==> config.mk <==
export PLATFORM = sky130hd
export DESIGN_NAME = keypad_scan_ctrl
export DESIGN_NICKNAME = d
export VERILOG_FILES = /design/src/rtl/keypad_scan_ctrl.sv
export SDC_FILE = /design/constraint.sdc
export NUM_CORES = 1
export LEC_CHECK = 0
export BUFFER_PORTS_ARGS = -buffer_cell sky130_fd_sc_hd__buf_2
export CAP_MARGIN = 20
export CORE_MARGIN = 2
export CORE_UTILIZATION = 50
export CTS_CLUSTER_DIAMETER = 120
export DETAILED_ROUTE_END_ITERATION = 16
export PLACE_DENSITY = 0.66
export SLEW_MARGIN = 40
export SYNTH_ARGS = -nofsm -noshare
export SYNTH_HDL_FRONTEND = slang
export SYNTH_SLANG_ARGS = --single-unit
==> constraint.sdc <==
create_clock -name clk -period 3.9 [get_ports clk]
set_clock_uncertainty 0.2 [all_clocks]
set_input_delay 0.78 -clock clk [delete_from_list [all_inputs] [get_ports clk]]
set_output_delay 0.78 -clock clk [all_outputs]
set_load 0.02 [all_outputs]
==> src/rtl/keypad_scan_ctrl.sv <==
// Row-scan keypad controller: drives one row low at a time, debounces full-frame
// snapshots, and queues the code of every newly pressed key in a small valid/ready FIFO.
module keypad_scan_ctrl #(
  parameter int unsigned ROWS            = 4,
  parameter int unsigned COLS            = 6,
  parameter int unsigned SETTLE_CYC      = 8,
  parameter int unsigned DEBOUNCE_FRAMES = 3,
  parameter int unsigned FIFO_DEPTH      = 4
) (
  input  logic            clk,
  input  logic            rst_n,
  input  logic [COLS-1:0] key_in,
  output logic [ROWS-1:0] key_out,
  output logic [4:0]      key_code,
  output logic            key_valid,
  input  logic            key_ready,
  output logic            any_key,
  output logic            overflow,
  input  logic            ovf_clr
);

  localparam int unsigned NK = ROWS * COLS;
  localparam int unsigned RW = (ROWS > 1) ? $clog2(ROWS) : 1;
  localparam int unsigned PW = (FIFO_DEPTH > 1) ? $clog2(FIFO_DEPTH) : 1;
  localparam int unsigned CW = $clog2(FIFO_DEPTH + 1);

  typedef enum logic [1:0] {ST_DRIVE, ST_COMPARE, ST_EMIT} state_t;

  logic [COLS-1:0] sync1_q, sync2_q, pressed;
  state_t          state_q, state_d;
  logic [RW-1:0]   row_q, row_d;
  logic [7:0]      cnt_q, cnt_d;
  logic [NK-1:0]   frame_q, frame_d, last_q, last_d;
  logic [NK-1:0]   deb_q, deb_d, pend_q, pend_d;
  logic [NK-1:0]   emit_mask;
  logic [4:0]      emit_idx;
  logic [3:0]      stable_q, stable_d;
  logic [ROWS-1:0] key_out_q, key_out_d;
  logic            any_key_q, any_key_d;
  logic            ovf_q, ovf_d;
  logic            push, push_ok, pop, full, drop;
  logic [4:0]      push_code;
  logic [4:0]      mem_q [FIFO_DEPTH];
  logic [4:0]      mem_d [FIFO_DEPTH];
  logic [PW-1:0]   wr_q, wr_d, rd_q, rd_d;
  logic [CW-1:0]   count_q, count_d;

  assign pressed = ~sync2_q;

  // Lowest pending key isolated as a one-hot mask, then converted to its index.
  always_comb begin
    emit_mask = pend_q & (~pend_q + NK'(1));
    emit_idx  = '0;
    for (int unsigned i = 0; i < NK; i++) begin
      if (emit_mask[i]) emit_idx = 5'(i);
    end
  end

  always_comb begin
    state_d   = state_q;
    row_d     = row_q;
    cnt_d     = cnt_q;
    frame_d   = frame_q;
    last_d    = last_q;
    deb_d     = deb_q;
    pend_d    = pend_q;
    stable_d  = stable_q;
    push      = 1'b0;
    push_code = '0;
    case (state_q)
      ST_DRIVE: begin
        if (cnt_q == 8'(SETTLE_CYC - 1)) begin
          for (int unsigned r = 0; r < ROWS; r++) begin
            if (row_q == RW'(r)) frame_d[r*COLS +: COLS] = pressed;
          end
          cnt_d = '0;
          if (row_q == RW'(ROWS - 1)) state_d = ST_COMPARE;
          else                        row_d   = row_q + RW'(1);
        end else begin
          cnt_d = cnt_q + 8'd1;
        end
      end
      ST_COMPARE: begin
        if (frame_q == last_q) stable_d = (stable_q == 4'hF) ? 4'hF : stable_q + 4'd1;
        else                   stable_d = '0;
        last_d = frame_q;
        row_d  = '0;
        cnt_d  = '0;
        if (stable_d == 4'(DEBOUNCE_FRAMES - 1)) begin
          pend_d  = frame_q & ~deb_q;
          deb_d   = frame_q;
          state_d = ST_EMIT;
        end else begin
          state_d = ST_DRIVE;
        end
      end
      ST_EMIT: begin
        if (pend_q == '0) begin
          state_d = ST_DRIVE;
        end else begin
          push      = 1'b1;
          push_code = emit_idx;
          pend_d    = pend_q & ~emit_mask;
        end
      end
      default: state_d = ST_DRIVE;
    endcase
  end

  // Row drive is registered from the next state so reset and idle both show all ones.
  always_comb begin
    for (int unsigned r = 0; r < ROWS; r++) begin
      key_out_d[r] = !((state_d == ST_DRIVE) && (row_d == RW'(r)));
    end
    any_key_d = |deb_d;
  end

  always_comb begin
    pop     = (count_q != '0) && key_ready;
    full    = (count_q == CW'(FIFO_DEPTH));
    push_ok = push && (!full || pop);
    drop    = push && full && !pop;
    mem_d   = mem_q;
    if (push_ok) mem_d[wr_q] = push_code;
    wr_d = wr_q;
    if (push_ok) wr_d = (wr_q == PW'(FIFO_DEPTH - 1)) ? '0 : wr_q + PW'(1);
    rd_d = rd_q;
    if (pop) rd_d = (rd_q == PW'(FIFO_DEPTH - 1)) ? '0 : rd_q + PW'(1);
    count_d = count_q;
    if (push_ok && !pop)      count_d = count_q + CW'(1);
    else if (!push_ok && pop) count_d = count_q - CW'(1);
    ovf_d = ovf_q;
    if (ovf_clr) ovf_d = 1'b0;
    if (drop)    ovf_d = 1'b1;
  end

  always_ff @(posedge clk or negedge rst_n) begin
    if (!rst_n) begin
      sync1_q   <= '1;
      sync2_q   <= '1;
      state_q   <= ST_DRIVE;
      row_q     <= '0;
      cnt_q     <= '0;
      frame_q   <= '0;
      last_q    <= '0;
      deb_q     <= '0;
      pend_q    <= '0;
      stable_q  <= '0;
      key_out_q <= '1;
      any_key_q <= 1'b0;
      ovf_q     <= 1'b0;
      wr_q      <= '0;
      rd_q      <= '0;
      count_q   <= '0;
      for (int unsigned i = 0; i < FIFO_DEPTH; i++) mem_q[i] <= '0;
    end else begin
      sync1_q   <= key_in;
      sync2_q   <= sync1_q;
      state_q   <= state_d;
      row_q     <= row_d;
      cnt_q     <= cnt_d;
      frame_q   <= frame_d;
      last_q    <= last_d;
      deb_q     <= deb_d;
      pend_q    <= pend_d;
      stable_q  <= stable_d;
      key_out_q <= key_out_d;
      any_key_q <= any_key_d;
      ovf_q     <= ovf_d;
      wr_q      <= wr_d;
      rd_q      <= rd_d;
      count_q   <= count_d;
      mem_q     <= mem_d;
    end
  end

  assign key_out   = key_out_q;
  assign key_code  = mem_q[rd_q];
  assign key_valid = (count_q != '0);
  assign any_key   = any_key_q;
  assign overflow  = ovf_q;

endmodule

# After elaboration in Yosys (flattened, before gate mapping)
# Index checks and enable logic that the tools add are counted.
# totals
input_bits,10
reg_bits,157
wordCells,152
out_inout_bits,12
# classes
bitwise_logic,9
reduce_logical,35
magnitude_cmp,3
eq_ne,17
mux,57
n_addsub,8
# op_table
cell,count
$mux 5,26
$mux 24,4
$and 24x24->24,3
$not 24->24,3
$pmux 24 s2,1
$add 24x1->24 const B,1
$eq 24x24->1,1
$logic_not 24->1,1
$reduce_or 24->1,1
$bwmux 20,1
$mux 2,9
$pmux 8 s2,1
$reduce_and 3->1,5
$eq 2x2->1 const B,7
$mux 4,3
$logic_and 1x1->1,11
$bmux 5 s2,1
$demux 5 s2,1
$add 8x1->8 const B,1
$eq 8x3->1 const B,1
$logic_not 2->1,4
$mux 8,1
$reduce_bool 2->1,4
$logic_not 1->1,7
other kinds (19),31

# Longest topological paths before layout
# Gate-level depths: netlist of the first run.
# depth
word_depth,29
mapped_depth,11
depth_no_buf,10

# Worst setup path before layout of the first run
# Ideal clock, no wire load.
# synth_timing
path_kind,reg-to-reg
start,register state_q[0]
end,register count_q[2]
period_less_slack_ns,3.010
path_stages_with_launch,12
t_required_ns,3.621
path_buffers,1
setup_ns,0.079
arrival_time_ns,2.730
slack_ns,0.890
cell_sequence,dfrtp_1 -> inv_1 -> ha_1 -> clkbuf_1 -> clkinv_1 -> a211oi_4 -> ha_1 -> inv_1 -> fa_1 -> xor2_1 -> nor2_1 -> xor2_1
# synth_between
elab_chain_cells,6
elab_cells_between_ends,8
cone_classes,eq/ne (1); mux (2); reduce/logical (5)
# synth_rtl
item,line,rtl
"start, declared",30,"state_t state_q, state_d;"
"start signal, assigned",159,state_q <= state_d;
$eq 2x2->1 *,70,case (state_q)
$mux 1 *,70,
$logic_and 1x1->1 *,121,push_ok = push && (!full || pop);
net push_ok,41,"logic push, push_ok, pop, full, drop;"
$logic_not 1->1,131,else if (!push_ok && pop) count_d = count_q - CW'(1);
$logic_and 1x1->1,131,
$reduce_bool 2->1 (no line),n/a,
"end signal, assigned",172,count_q <= count_d;
"end, declared",46,"logic [CW-1:0] count_q, count_d;"
# Mark *: on every way through the listed nets, which the timed path passes. The rest lies on a longest branch.
# A chain may end at the register's enable or synchronous reset.

# Final worst setup path of the first run
# layout_timing
start,register pend_q[16]
end,register count_q[1]
# layout_between
elab_cells_between_ends,9
cone_classes,mux (3); reduce/logical (6)
# layout_rtl
item,line,rtl
"start, declared",34,"logic [NK-1:0] deb_q, deb_d, pend_q, pend_d;"
"start signal, assigned",165,pend_q <= pend_d;
$logic_not 24->1,98,if (pend_q == '0) begin
$mux 1,98,
$mux 1,70,
$logic_and 1x1->1,121,
net push_ok,41,
$logic_and 1x1->1,130,if (push_ok && !pop) count_d = count_q + CW'(1);
$mux 3,130,
net count_d[1],46,
# The timed path passes the listed nets, and every way through them passes these cells.

==> reports/metrics.cfg, run 1 <==
[routing]
met1_length_um = 6813
dr.pass1.iters = 4
met2_wirelength_um = 7733
highest_layer = met4
drtAntennaViolNets = 0
viasPerCell = 5.732
vias = 5021
drt-initial-drc-count = 389
wl_per_cell_um = 17.60
wl_met3_um = 560
drc = 0
wl_um = 15420

[grt]
grt-ovfl-total = 0
grt_pass1_wl_um = 26310
antenna_found_initial = 0
gr-usage-all-layers = 0.2105
grt_pass1_vias = 5182
grt_max_degree = 87

[pwr]
peakVddDrop_mv = 0.3437
power_density_mw_per_mm2 = 445.2
total_power_w = 0.003692
leakagePower_nw = 3.724

[placement]
dpl.hpwl_um = 10750
dp_cells = 844
place_area_sq_mm = 0.007686
port_buffers = 21
routabilityCongestion = 0.8661

[critical_path]
r2r_setup_slack_ns = 0.76
cp_cell_sequence = or4_1 > nor3_4 > a211oi_4 > buf_4 > ha_1 > inv_1 > fa_1 > mux2_2
path_depth = 8
crit_family = simple AND/OR/NAND/NOR gates
cpPeakStageDelay_ns = 0.70
worstPathRequired_ns = 4.01
cp-start-kind = flip-flop
path_class = reg -> reg
worstReg2RegStart = pend_q[16]$_DFFE_PN0P_
cpMaxStageDelayCell = or4_1
reg2reg_depth = 8
crit_arrival_ns = 3.25
end_kind = flip-flop
critPathMaxFanout = 9
critPathBufInv = 2
rr_endpoint = count_q[1]$_DFFE_PN0P_

[status]
status = completed

[timing]
hold_viol_final = 0
clock.fmax_mhz = 318.3
worst_pin_slew_ns = 0.7356
min_period_ns = 3.141
rsz0062_at_grt = no
finalSetupTns_ns = 0
fin_crit_sh = 0.8055
maxSlewHeadroom = 0.5075
finalSetupViolations = 0
maxSlewViolCount = 0

[cells_and_area]
syn2layout_area_growth_pct = 12.00
layout-drive-gt1-share = 0.2283
final_nets = 702
antenna_cells = 0
final_cell_area_sq_mm = 0.008294
instances_no_fill = 876

[synthesis]
yosysMostFrequentCell = dfrtp_1
ys_ff_latch = 157
synth_top_cells_by_count = dfrtp_1 (141), o21ai_0 (75), mux2_2 (50), nand2_1 (50), nor2_1 (39)
synth_nets = 679
synthFlopType = dfrtp_1
yosysWarnings = 0
synth_top_area_share = 0.4764
synth.top_cells.by_area = dfrtp_1 (48%), mux2_2 (7.6%), dfstp_2 (5.7%), o21ai_0 (5.1%), xnor2_1 (3.2%)
synth-edff-count = 0
synth_area_sq_mm = 0.007406
ys_types = 62
syn-instance-count = 656
ys_seq_area_frac = 0.5332
async_reset_ff_frac = 1.000
postSynthAreaPerCell_sq_um = 11.29
yosys.area.top_type = dfrtp_1

[clocking]
cts_num_sinks = 157
cts.clk_slew.worst_paths_ns = 0.07
cts.repair.resized = 0
clock_latency_ns = 0.43
post-cts-setup-buffer-count = 0
ctsRootBufferMaster = clkbuf_16
cts.path.max_buffers = 2
cts_tree = yes
postCtsHoldBufs = 0
htree_num_levels = 4
cts_buffers = 17

[die]
num_rows = 44
io_pins = 22
initial_core_util = 0.5115
fp.dieH_um = 125.7
dieArea_sq_mm = 0.01580
die_w_um = 125.7
core_sq_mm = 0.01448

[min_path]
hold_path_class = in -> async

[flow_run]
max-cap-violations = 0

-- where the power goes --
part           total, W  switching (W)  leakage [nW]  internal, W
logic          0.000201      0.0000937          1.41     0.000107
registers       0.00179      0.0000941          2.01      0.00169
clock network   0.00170       0.000719         0.302     0.000986
-- layout make-up --
| class | instances | area [sq um] |
|---|---|---|
| clock inverter | 14 | 168.9 |
| sequential | 157 | 3949 |
| clock buffer | 18 | 439.2 |
| inverter | 17 | 63.81 |
| tap | 184 | 230.2 |
| fill | 1215 | 6185 |
| multi-input combinational | 460 | 3282 |
| timing repair buffer | 26 | 161.4 |
-- worst max path at each step --
stage | end | start
3_3_place_gp | count_q[1]$_DFFE_PN0P_ | pend_q[16]$_DFFE_PN0P_
2_1_floorplan | count_q[2]$_DFFE_PN0P_ | state_q[0]$_DFF_PN0_
5_1_grt | count_q[1]$_DFFE_PN0P_ | pend_q[16]$_DFFE_PN0P_
3_5_place_dp | count_q[1]$_DFFE_PN0P_ | pend_q[16]$_DFFE_PN0P_
6_report | count_q[1]$_DFFE_PN0P_ | pend_q[16]$_DFFE_PN0P_
4_1_cts | count_q[1]$_DFFE_PN0P_ | pend_q[16]$_DFFE_PN0P_
-- through the flow --
stage,utilization,hold WS [ns],setup WS (ns)
after detailed placement,0.5309,0.1475,0.7732
after global routing,0.5728,0.04501,0.6579
after CTS,0.5728,0.04221,0.7554
after floorplan,-,0.1452,0.8904
after global placement,0.5309,0.1452,0.8208
final,0.5728,0.04210,0.7586
-- state kept, by name, indices dropped and copies added, names as in the netlist, 4 cells and up --
register / count
sync1_q: 6
deb_q: 24
pend_q: 24
frame_q: 24
stable_q: 4
mem_q: 20
sync2_q: 6
key_out: 4
last_q: 24
cnt_q: 8
-- logic make-up after synthesis --
| logic type | share of synthesized area |
|---|---|
| simple gates | 0.1544 |
| flops | 0.5332 |
| compound gates | 0.1193 |
| mux | 0.1075 |
| buf+inv | 0.02365 |
| xor+xnor | 0.03903 |
| fa+ha+maj | 0.02298 |
-- routing by layer --
metal  global-route usage  up-vias
met5                    0        -
met4              0.08039        0
met3              0.05438       24
met2               0.3440       90
met1               0.2712     2500
li1                     -     2407
-- cell usage in the layout (no fill, tap or decap), types with 4 or more instances in the layout --
master	count
inv_6	6
nor2_1	39
ha_1	12
xor2_1	6
buf_4	4
nand2_4	4
or4_1	6
clkbuf_16	17
nor4_1	20
xnor2_1	27
dfrtp_1	141
nand3_1	9
o21ai_0	75
and3_1	4
o21ai_1	26
dfstp_2	16
mux2_2	50
nand2_1	50
mux4_2	5
nor3_1	9
nand4_1	9
a21oi_1	25
a211oi_1	4
inv_1	16
nand2b_1	23
mux2_4	8
buf_2	20
Power figures use the tool's default switching activity.
==> run 2, diff against run 1 <==
PLACE_DENSITY = 0.69   (was 0.66)
clock period = 2.7 ns   (was 3.9 ns; I/O delays follow)
==> reports/metrics.cfg, run 2 (same netlist as run 1, synthesis figures left out) <==
[timing]
clock.fmax_mhz = 376.2
finalSetupTns_ns = 0
maxSlewHeadroom = 0.5941
worst_pin_slew_ns = 0.6033
min_period_ns = 2.658
setup_slack_ns = 0.04158
hold_viol_final = 0
fin_crit_sh = 0.9846
maxSlewViolCount = 0
rsz0062_at_grt = yes
finalSetupViolations = 0

[critical_path]
crit_arrival_ns = 2.76
critPathMaxFanout = 5
critPathBufInv = 1
end_kind = flip-flop
crit_family = simple AND/OR/NAND/NOR gates
reg2reg_depth = 7
worstPathRequired_ns = 2.81
cp-start-kind = flip-flop
cpPeakStageDelay_ns = 0.57
path_depth = 7
cpMaxStageDelayCell = or4_4
path_class = reg -> reg
cp_cell_sequence = or4_4 > nor3_4 > a211oi_4 > ha_2 > inv_2 > fa_1 > mux2_2

[cells_and_area]
final_nets = 742
layout-drive-gt1-share = 0.2678
layout_common_cells = dfrtp_1 (141), o21ai_0 (75), nand2_1 (50), mux2_2 (50), nor2_1 (39)
antenna_cells = 0
layout_commonest_cell = dfrtp_1
syn2layout_area_growth_pct = 16.54

[routing]
drt-initial-drc-count = 450
dr.pass1.iters = 6
drc = 0
viasPerCell = 5.730
wl_um = 15750
drtAntennaViolNets = 0
vias = 5249
wl_per_cell_um = 17.20

[clocking]
clock_latency_ns = 0.42
ctsRootBufferMaster = clkbuf_16
cts_tree = yes
cts.clk_slew.worst_paths_ns = 0.06
htree_num_levels = 4
cts.path.max_buffers = 2
cts_buffers = 17
cts_num_sinks = 157

[grt]
grt_pass1_wl_um = 26890
grt_pass1_vias = 5374
antenna_found_initial = 0
grt-ovfl-total = 0
gr-usage-all-layers = 0.2128
grt_max_degree = 58

[status]
status = completed

[pwr]
power_frac_clock = 0.456
switching_share = 0.2412
leakagePower_nw = 3.906
p_switching_w = 0.001289
intPower_w = 0.004056
power_frac_seq = 0.482
comb_power_share = 0.062
power_density_mw_per_mm2 = 619.3
peakVddDrop_mv = 0.5300

[min_path]
hold_path_class = in -> reg
hold-path-cell-count = 2

[placement]
dpl.hpwl_um = 11130
routabilityCongestion = 0.7882
preCtsSetupSlack_ns = 0.05086
port_buffers = 21

[die]
initial_core_util = 0.5115
die_w_um = 125.7
core_sq_mm = 0.01448
fp.dieH_um = 125.7
num_rows = 44
dieArea_sq_mm = 0.01580
io_pins = 22

[flow_run]
max-cap-violations = 0

-- run 2: changes by cell type in the layout (fill, tap and decap cells not counted), sizes merged --
| cell | before | now |
|---|---|---|
| buf | 26 | 59 |
| dlygate4sd3 | 0 | 7 |
| inv | 25 | 20 |
| clkinv | 4 | 6 |
| clkinvlp | 0 | 2 |
| clkbuf | 18 | 19 |
-- run 2: timing repair --
action	CTS	global route
resized for setup	0	1
endpoints found under the hold margin	59	0
hold buffers	7	0
setup buffers	0	1
setup endpoints to repair	0	6
-- run 2: area by class of cell --
| type | count | area [sq um] |
|---|---|---|
| multi-input combinational | 460 | 3294 |
| tap | 184 | 230.2 |
| fill | 1171 | 5848 |
| sequential | 157 | 3949 |
| inverter | 17 | 68.82 |
| timing repair buffer | 66 | 479.2 |
| clock inverter | 13 | 156.4 |
| clock buffer | 19 | 452.9 |
-- run 2: worst register-to-register path: cells and delay by family (launching register included) --
kind	cells	cell delay, ns
multiplexers	1	0.27
AO/OA/AOI/OAI	1	0.11
AND/OR/NAND/NOR	2	0.90
flip-flops	1	0.42
buffers and inverters	1	0.06
adder cells (fa/ha/maj)	2	0.60
-- run 2: path summary, 6_finish.rpt --
kind / startpoint / to / slack (ns)
setup / recovery: pend_q[21]$_DFFE_PN0P_ / count_q[1]$_DFFE_PN0P_ / 0.04
hold / removal: ovf_clr / overflow$_DFFE_PN0P_ / 0.11
setup reg to reg: pend_q[21]$_DFFE_PN0P_ / count_q[1]$_DFFE_PN0P_ / 0.04
hold reg to reg: sync1_q[2]$_DFF_PN1_ / sync2_q[2]$_DFF_PN1_ / 0.16
max in group asynchronous: rst_n / last_q[5]$_DFFE_PN0P_ / 1.04
min in group asynchronous: rst_n / pend_q[18]$_DFFE_PN0P_ / 0.46
-- run 2: layer usage --
| metal | track usage | part of all wire |
|---|---|---|
| met5 | 0 | 0 |
| met1 | 0.2856 | 0.46 |
| met3 | 0.04928 | 0.034 |
| met4 | 0.07059 | 0.021 |
| met2 | 0.3444 | 0.48 |
-- run 2: power groups by stage --
stage / registers, W / logic (W) / clock network (W)
detailed placement: 0.00262 / 0.000332 / 0
CTS: 0.00258 / 0.000340 / 0.00247
global route: 0.00259 / 0.000371 / 0.00260
global placement: 0.00261 / 0.000313 / 0
floorplan: 0.00256 / 0.000226 / 0
finish: 0.00258 / 0.000333 / 0.00244
-- run 2: stage by stage --
| stage | total power, W | instances | hold WS, ns | util | instance area, sq um |
|---|---|---|---|---|---|
| after floorplan | 0.002789 | 656 | 0.04441 | - | 7425 |
| after global placement | 0.002924 | 876 | 0.1456 | 0.5482 | 7938 |
| after detailed placement | 0.002950 | 876 | 0.1468 | 0.5482 | 7938 |
| after CTS | 0.005390 | 915 | 0.09132 | 0.5951 | 8617 |
| after global routing | 0.005559 | 916 | 0.1054 | 0.5961 | 8631 |
| final | 0.005345 | 916 | 0.1111 | 0.5961 | 8631 |
